## config.mk

```make
export PLATFORM = sky130hd
export DESIGN_NAME = reg_writeback
export DESIGN_NICKNAME = d
export VERILOG_FILES = /design/src/rtl/wb_pkg.sv /design/src/rtl/wb_fifo.sv /design/src/rtl/reg_writeback.sv
export SDC_FILE = /design/constraint.sdc
export NUM_CORES = 1
export LEC_CHECK = 0
export CELL_PAD_IN_SITES_DETAIL_PLACEMENT = 0
export CELL_PAD_IN_SITES_GLOBAL_PLACEMENT = 1
export CORE_UTILIZATION = 47
export CTS_BUF_LIST = sky130_fd_sc_hd__clkbuf_8 sky130_fd_sc_hd__clkbuf_16
export DETAILED_ROUTE_END_ITERATION = 16
export GPL_ROUTABILITY_DRIVEN = 0
export PLACE_DENSITY_LB_ADDON = 0.1
export SETUP_SLACK_MARGIN = 0.02
export SYNTH_ARGS = -nofsm -noshare
export SYNTH_HDL_FRONTEND = slang
export SYNTH_HIERARCHICAL = 1
export SYNTH_SLANG_ARGS = --single-unit
```

## constraint.sdc

```tcl
create_clock -name clk -period 3.7 [get_ports clk]
set_clock_uncertainty 0.2 [all_clocks]
set_input_delay 0.74 -clock clk [delete_from_list [all_inputs] [get_ports clk]]
set_output_delay 0.74 -clock clk [all_outputs]
set_load 0.05 [all_outputs]
```

## src/rtl/wb_pkg.sv

```systemverilog
// Shared types and constants for the register-file write-back front end.
// The queue entry layout is fixed by the default data/index widths.
package wb_pkg;

  localparam int DATA_W = 16;
  localparam int REG_W  = 4;

  localparam logic [REG_W-1:0] R15_IDX = '0;

  typedef struct packed {
    logic              dst_en;
    logic [REG_W-1:0]  dst;
    logic [DATA_W-1:0] data;
    logic              r15_en;
    logic [DATA_W-1:0] r15_data;
  } wb_entry_t;

  // Destination write to index 0 shadows the special-register write.
  function automatic logic is_collision(wb_entry_t e);
    return e.dst_en & e.r15_en & (e.dst == R15_IDX);
  endfunction

endpackage

```

## src/rtl/wb_fifo.sv

```systemverilog
// In-order result queue with flush and a per-slot view of live entries.
// Pointers wrap modulo DEPTH; the occupancy count separates full from empty.
module wb_fifo
  import wb_pkg::*;
#(
  parameter int DEPTH = 4
) (
  input  logic                   clk,
  input  logic                   rst_n,
  input  logic                   push_i,
  input  wb_entry_t              entry_i,
  input  logic                   pop_i,
  input  logic                   flush_i,
  output wb_entry_t              head_o,
  output logic [$clog2(DEPTH):0] count_o,
  output logic                   full_o,
  output logic                   empty_o,
  output logic [DEPTH-1:0]       vld_o,
  output wb_entry_t              ents_o [DEPTH]
);

  localparam int AW = $clog2(DEPTH);
  localparam int CW = AW + 1;

  wb_entry_t         mem_q [DEPTH];
  wb_entry_t         mem_d [DEPTH];
  logic [AW-1:0]     wptr_q, wptr_d;
  logic [AW-1:0]     rptr_q, rptr_d;
  logic [CW-1:0]     cnt_q, cnt_d;
  logic              do_push;
  logic              do_pop;

  assign full_o  = (cnt_q == CW'(DEPTH));
  assign empty_o = (cnt_q == '0);
  assign do_push = push_i & ~full_o & ~flush_i;
  assign do_pop  = pop_i & ~empty_o & ~flush_i;

  always_comb begin
    mem_d  = mem_q;
    wptr_d = wptr_q;
    rptr_d = rptr_q;
    cnt_d  = cnt_q;
    if (flush_i) begin
      wptr_d = '0;
      rptr_d = '0;
      cnt_d  = '0;
    end else begin
      if (do_push) begin
        mem_d[wptr_q] = entry_i;
        wptr_d        = wptr_q + 1'b1;
      end
      if (do_pop) begin
        rptr_d = rptr_q + 1'b1;
      end
      cnt_d = cnt_q + CW'(do_push) - CW'(do_pop);
    end
  end

  always_ff @(posedge clk or negedge rst_n) begin
    if (!rst_n) begin
      for (int i = 0; i < DEPTH; i++) begin
        mem_q[i] <= '0;
      end
      wptr_q <= '0;
      rptr_q <= '0;
      cnt_q  <= '0;
    end else begin
      mem_q  <= mem_d;
      wptr_q <= wptr_d;
      rptr_q <= rptr_d;
      cnt_q  <= cnt_d;
    end
  end

  // A slot is live when its distance from the read pointer is below count.
  always_comb begin
    vld_o = '0;
    for (int i = 0; i < DEPTH; i++) begin
      logic [AW-1:0] off;
      off      = AW'(i) - rptr_q;
      vld_o[i] = ({1'b0, off} < cnt_q);
    end
  end

  assign head_o  = mem_q[rptr_q];
  assign count_o = cnt_q;
  assign ents_o  = mem_q;

endmodule

```

## src/rtl/reg_writeback.sv

```systemverilog
// Register-file write front end: arbitrates ALU and load results into a
// queue, drains one entry per cycle and publishes pending-write hazards.
module reg_writeback
  import wb_pkg::*;
#(
  parameter int dataSize = DATA_W,
  parameter int regSize  = REG_W,
  parameter int depth    = 4
) (
  input  logic                      clk,
  input  logic                      rst,
  input  logic                      aluValid,
  output logic                      aluReady,
  input  logic                      aluDstEn,
  input  logic [regSize-1:0]        aluDst,
  input  logic [dataSize-1:0]       aluData,
  input  logic                      aluR15En,
  input  logic [dataSize-1:0]       aluR15Data,
  input  logic                      memValid,
  output logic                      memReady,
  input  logic [regSize-1:0]        memDst,
  input  logic [dataSize-1:0]       memData,
  input  logic                      flush,
  output logic                      wr,
  output logic [regSize-1:0]        regDst,
  output logic [dataSize-1:0]       regDstData,
  output logic                      wrR15,
  output logic [dataSize-1:0]       regR15Data,
  output logic [(1<<regSize)-1:0]   busyMask,
  output logic [$clog2(depth):0]    count
);

  localparam int REG_CNT = 1 << regSize;

  wb_entry_t          push_ent;
  wb_entry_t          head;
  wb_entry_t          ents [depth];
  logic [depth-1:0]   vld;
  logic               full;
  logic               empty;
  logic               push;
  logic               pop;

  logic                wr_q, wr_d;
  logic                wr_r15_q, wr_r15_d;
  logic [regSize-1:0]  dst_q, dst_d;
  logic [dataSize-1:0] data_q, data_d;
  logic [dataSize-1:0] r15_q, r15_d;

  // Loads win over ALU results; neither ready looks at its own valid.
  assign memReady = ~full & ~flush;
  assign aluReady = ~full & ~flush & ~memValid;
  assign push     = (memValid & memReady) | (aluValid & aluReady);
  assign pop      = ~empty & ~flush;

  always_comb begin
    push_ent = '0;
    if (memValid) begin
      push_ent.dst_en = 1'b1;
      push_ent.dst    = memDst;
      push_ent.data   = memData;
    end else begin
      push_ent.dst_en   = aluDstEn;
      push_ent.dst      = aluDst;
      push_ent.data     = aluData;
      push_ent.r15_en   = aluR15En;
      push_ent.r15_data = aluR15Data;
    end
  end

  wb_fifo #(
    .DEPTH (depth)
  ) u_fifo (
    .clk     (clk),
    .rst_n   (rst),
    .push_i  (push),
    .entry_i (push_ent),
    .pop_i   (pop),
    .flush_i (flush),
    .head_o  (head),
    .count_o (count),
    .full_o  (full),
    .empty_o (empty),
    .vld_o   (vld),
    .ents_o  (ents)
  );

  always_comb begin
    wr_d     = 1'b0;
    wr_r15_d = 1'b0;
    dst_d    = dst_q;
    data_d   = data_q;
    r15_d    = r15_q;
    if (pop) begin
      wr_d     = head.dst_en;
      wr_r15_d = head.r15_en & ~is_collision(head);
      dst_d    = head.dst;
      data_d   = head.data;
      r15_d    = head.r15_data;
    end
  end

  always_ff @(posedge clk or negedge rst) begin
    if (!rst) begin
      wr_q     <= 1'b0;
      wr_r15_q <= 1'b0;
      dst_q    <= '0;
      data_q   <= '0;
      r15_q    <= '0;
    end else begin
      wr_q     <= wr_d;
      wr_r15_q <= wr_r15_d;
      dst_q    <= dst_d;
      data_q   <= data_d;
      r15_q    <= r15_d;
    end
  end

  assign wr         = wr_q;
  assign wrR15      = wr_r15_q;
  assign regDst     = dst_q;
  assign regDstData = data_q;
  assign regR15Data = r15_q;

  // Hazard view: every live queue entry plus the strobe now in flight.
  always_comb begin
    busyMask = '0;
    for (int i = 0; i < depth; i++) begin
      if (vld[i]) begin
        if (ents[i].dst_en) busyMask[ents[i].dst] = 1'b1;
        if (ents[i].r15_en) busyMask[R15_IDX] = 1'b1;
      end
    end
    if (wr_q) busyMask[dst_q] = 1'b1;
    if (wr_r15_q) busyMask[R15_IDX] = 1'b1;
  end

endmodule

```

==> results_dict.tcl <==
set metrics [dict create \
    status "finished with violations" \
    failed_checks "negative setup slack" \
    root_buffer "clkbuf_16" \
    power.density_nw_per_um2 730 \
    min_path_type "in2async" \
    start_util 0.481 \
    ys_async_sr_fraction 1.00 \
    grt_pass1_wl_um 36300 \
    io_buffers 121 \
    syn_inst 668 \
    dpl-instance-area_um2 11300 \
    worst_pin_slew_ns 0.776 \
    critical_path.startpoint "u_fifo/rptr_q[0]" \
    cp-end-kind "output pin" \
    io_pins 122 \
    routed_via_density 5.67 \
    grt-ovfl-total 0 \
    stdcell_count 1079 \
    reg2reg_to "u_fifo/count_o[2]" \
    num_rows 52 \
    place_ws_ns 0.259 \
    crit_path_start_kind "flip-flop" \
    drtPass1Iterations 5 \
    critical_path_arrival_ns 2.80 \
    fmax_mhz 267 \
    insertion_delay_ns 0.43 \
    ys_seq_elements 197 \
    vias 6118 \
    drive_above_1_share 0.426 \
    hold_viol 0 \
    die_area_um2 21400 \
    relSlewSlack 0.483 \
    die_w_um 146 \
    synth.avg_cell_area_um2 14.7 \
    crit_type "reg2out" \
    synth_edf_count 0 \
    ir_drop_mv 0.378 \
    tns_ns -0.0427 \
    diodes 0 \
    ys_seq_area_frac 0.503 \
    cts-buffers-inserted 17 \
    rsz0062_at_grt "yes" \
    final_nets 870 \
    yosysUniqueCellTypes 44 \
    synth_ff_type "dfrtp_1" \
    fp.dieH_um 146 \
    final_antenna_net_count 0 \
    p_leak_nw 5.22 \
    r2r_setup_slack_ns 0.52 \
    h-tree-depth 4 \
    fillers 1627 \
    synthesis.area_um2 9800 \
    r2r-start "u_fifo/count_o[1]" \
    crit_chain "xnor2_2 > inv_1 > ha_1 > a21oi_1 > or2_4 > a222oi_1 > o211ai_1 > or3_1 > buf_6" \
    min_period_ns 3.74 \
    cp.required_ns 2.76 \
    drv_cap 0 \
    track_usage 0.219 \
    crit_path_end "busyMask[0]" \
    syn2layout_area_growth_pct 21.6 \
    drc 0 \
    placed_cells 1042 \
    design_area_um2 11900 \
    clkTransAtPathRegs_ns 0.07 \
    clock_path_buffers 2 \
    clock_sinks 197 \
    max_stage_delay_ns 0.48 \
    cpMaxStageDelayCell "dfrtp_4" \
    reg2reg_depth 15 \
    grt_max_degree 96 \
    hpwl_um 14600 \
    drt_wl_total_um 22100 \
    fin_ws_ns -0.0427 \
    period_share 1.01 \
    routedWlPerCell_um 20.5 \
    antenna_found_initial 0 \
    cts_hold_buf 0 \
    drt_iter0_drc 243 \
    p_total_w 0.00871 \
    setup_viol 1 \
    yosysWarnings 6 \
    syn-num-nets 742 \
    slew_violations 0 \
    coreArea_um2 20400 \
    grt_pass1_vias 6624 \
    cts_tree "built" \
    critPathMaxFanout 5 \
]
==> metal layers <==
metal / vias to the layer above / global-route usage / wire length [µm]
met4: 0 / 0.0599 / 287
met2: 177 / 0.373 / 11200
met5: - / 0 / 0
met1: 3162 / 0.288 / 9760
met3: 28 / 0.0409 / 882
li1: 2751 / - / -
==> synth_stat cells, drive strengths merged, types with 6 or more instances <==
cell      n  area share
nor2     21      0.0080
dfrtp   197        0.50
ha       10       0.013
mux2    209        0.26
clkbuf    6      0.0023
nand4b    9      0.0080
o22ai    26       0.017
buf      30       0.025
nand2b    9      0.0057
nand2     9      0.0034
mux4     38       0.087
inv       8      0.0031
or3      15      0.0096
a21oi     6      0.0031
nor2b    19       0.012
or2       8      0.0051
==> final cells by class <==
| class | instances | area (µm²) | share of cell area |
|---|---|---|---|
| clock buffer | 20 | 467 | 0.0391 |
| tap | 270 | 338 | 0.0283 |
| inverter | 8 | 30.0 | 0.00252 |
| sequential | 197 | 4940 | 0.414 |
| clock inverter | 12 | 96.3 | 0.00808 |
| multi-input combinational | 427 | 4620 | 0.387 |
| timing repair buffer | 145 | 1440 | 0.121 |
==> worst max-delay path, delay by kind of cell (launching register included) <==
kind | cells | cell delay, ns
simple gates | 2 | 0.62
compound gates | 3 | 0.61
flops | 1 | 0.48
fa+ha+maj | 1 | 0.28
buf+inv | 2 | 0.24
xor+xnor | 1 | 0.15
==> how the worst min path moves through the flow <==
| stage | from | endpoint | cells after the start |
|---|---|---|---|
| after detailed placement | u_fifo/ents_o[4] | u_fifo/ents_o[4] | 1 |
| after CTS | rst | u_fifo/ents_o[142] | 1 |
| after global routing | rst | u_fifo/ents_o[142] | 1 |
| final | rst | u_fifo/ents_o[142] | 1 |
| after floorplan | rst | regDstData[0] | 0 |
| after global placement | u_fifo/ents_o[38] | u_fifo/ents_o[38] | 1 |
==> layout by cell type, fill, tap and decap left out, types with 4 or more instances in the layout <==
cell type        synthesis  routed
a21oi_1                  6       6
buf_12                   4       7
buf_4                    9      33
clkbuf_16                0      17
clkbuf_8                 0       4
clkdlybuf4s50_1          0     101
clkinvlp_4               0       5
dfrtp_1                197     194
ha_1                    10      10
inv_1                    8       8
mux2_2                 169     169
mux2_4                  40      40
mux4_2                  38      38
nand2_1                  9       9
nand2b_1                 9       9
nand4_1                  4       4
nand4b_1                 9       9
nor2_1                  21      19
nor2b_1                 19      19
nor3_1                   5       5
o22ai_1                 26      26
o32ai_1                  5       4
or2_2                    8       7
or3_1                   15      15
==> report_power, final <==
group          internal [W]  total (W)  leakage (nW)  switching, W
logic               0.00173    0.00346          2.41       0.00174
registers           0.00294    0.00349          2.55      0.000550
clock network      0.000925    0.00175         0.264      0.000828
==> logic make-up after synthesis <==
| group | Yosys count | synth area share |
|---|---|---|
| buf+inv | 44 | 0.0308 |
| mux | 247 | 0.343 |
| fa+ha+maj | 11 | 0.0148 |
| xor+xnor | 5 | 0.00447 |
| compound gates | 44 | 0.0299 |
| simple gates | 120 | 0.0747 |
| flops | 197 | 0.503 |
==> repair_timing <==
action,4_1_cts,5_1_grt
endpoints found under the setup margin,12,16
gates resized for setup,4,4
buffers inserted,3,2
pin swaps,4,1
==> stage by stage <==
step	util	hold WS [ns]
2_1_floorplan	-	0.244
3_3_place_gp	0.554	0.281
3_5_place_dp	0.554	0.289
4_1_cts	0.584	0.214
5_1_grt	0.586	0.225
6_report	0.586	0.180
==> state kept, by name, summed over array words and instances (netlist names) <==
name,cells
regDst,4
regDstData,16
regR15Data,16
u_fifo/count_o,3
u_fifo/ents_o,152
u_fifo/rptr_q,2
u_fifo/wptr_q,2
wr,1
wrR15,1
(Power assumes the default switching activity.)
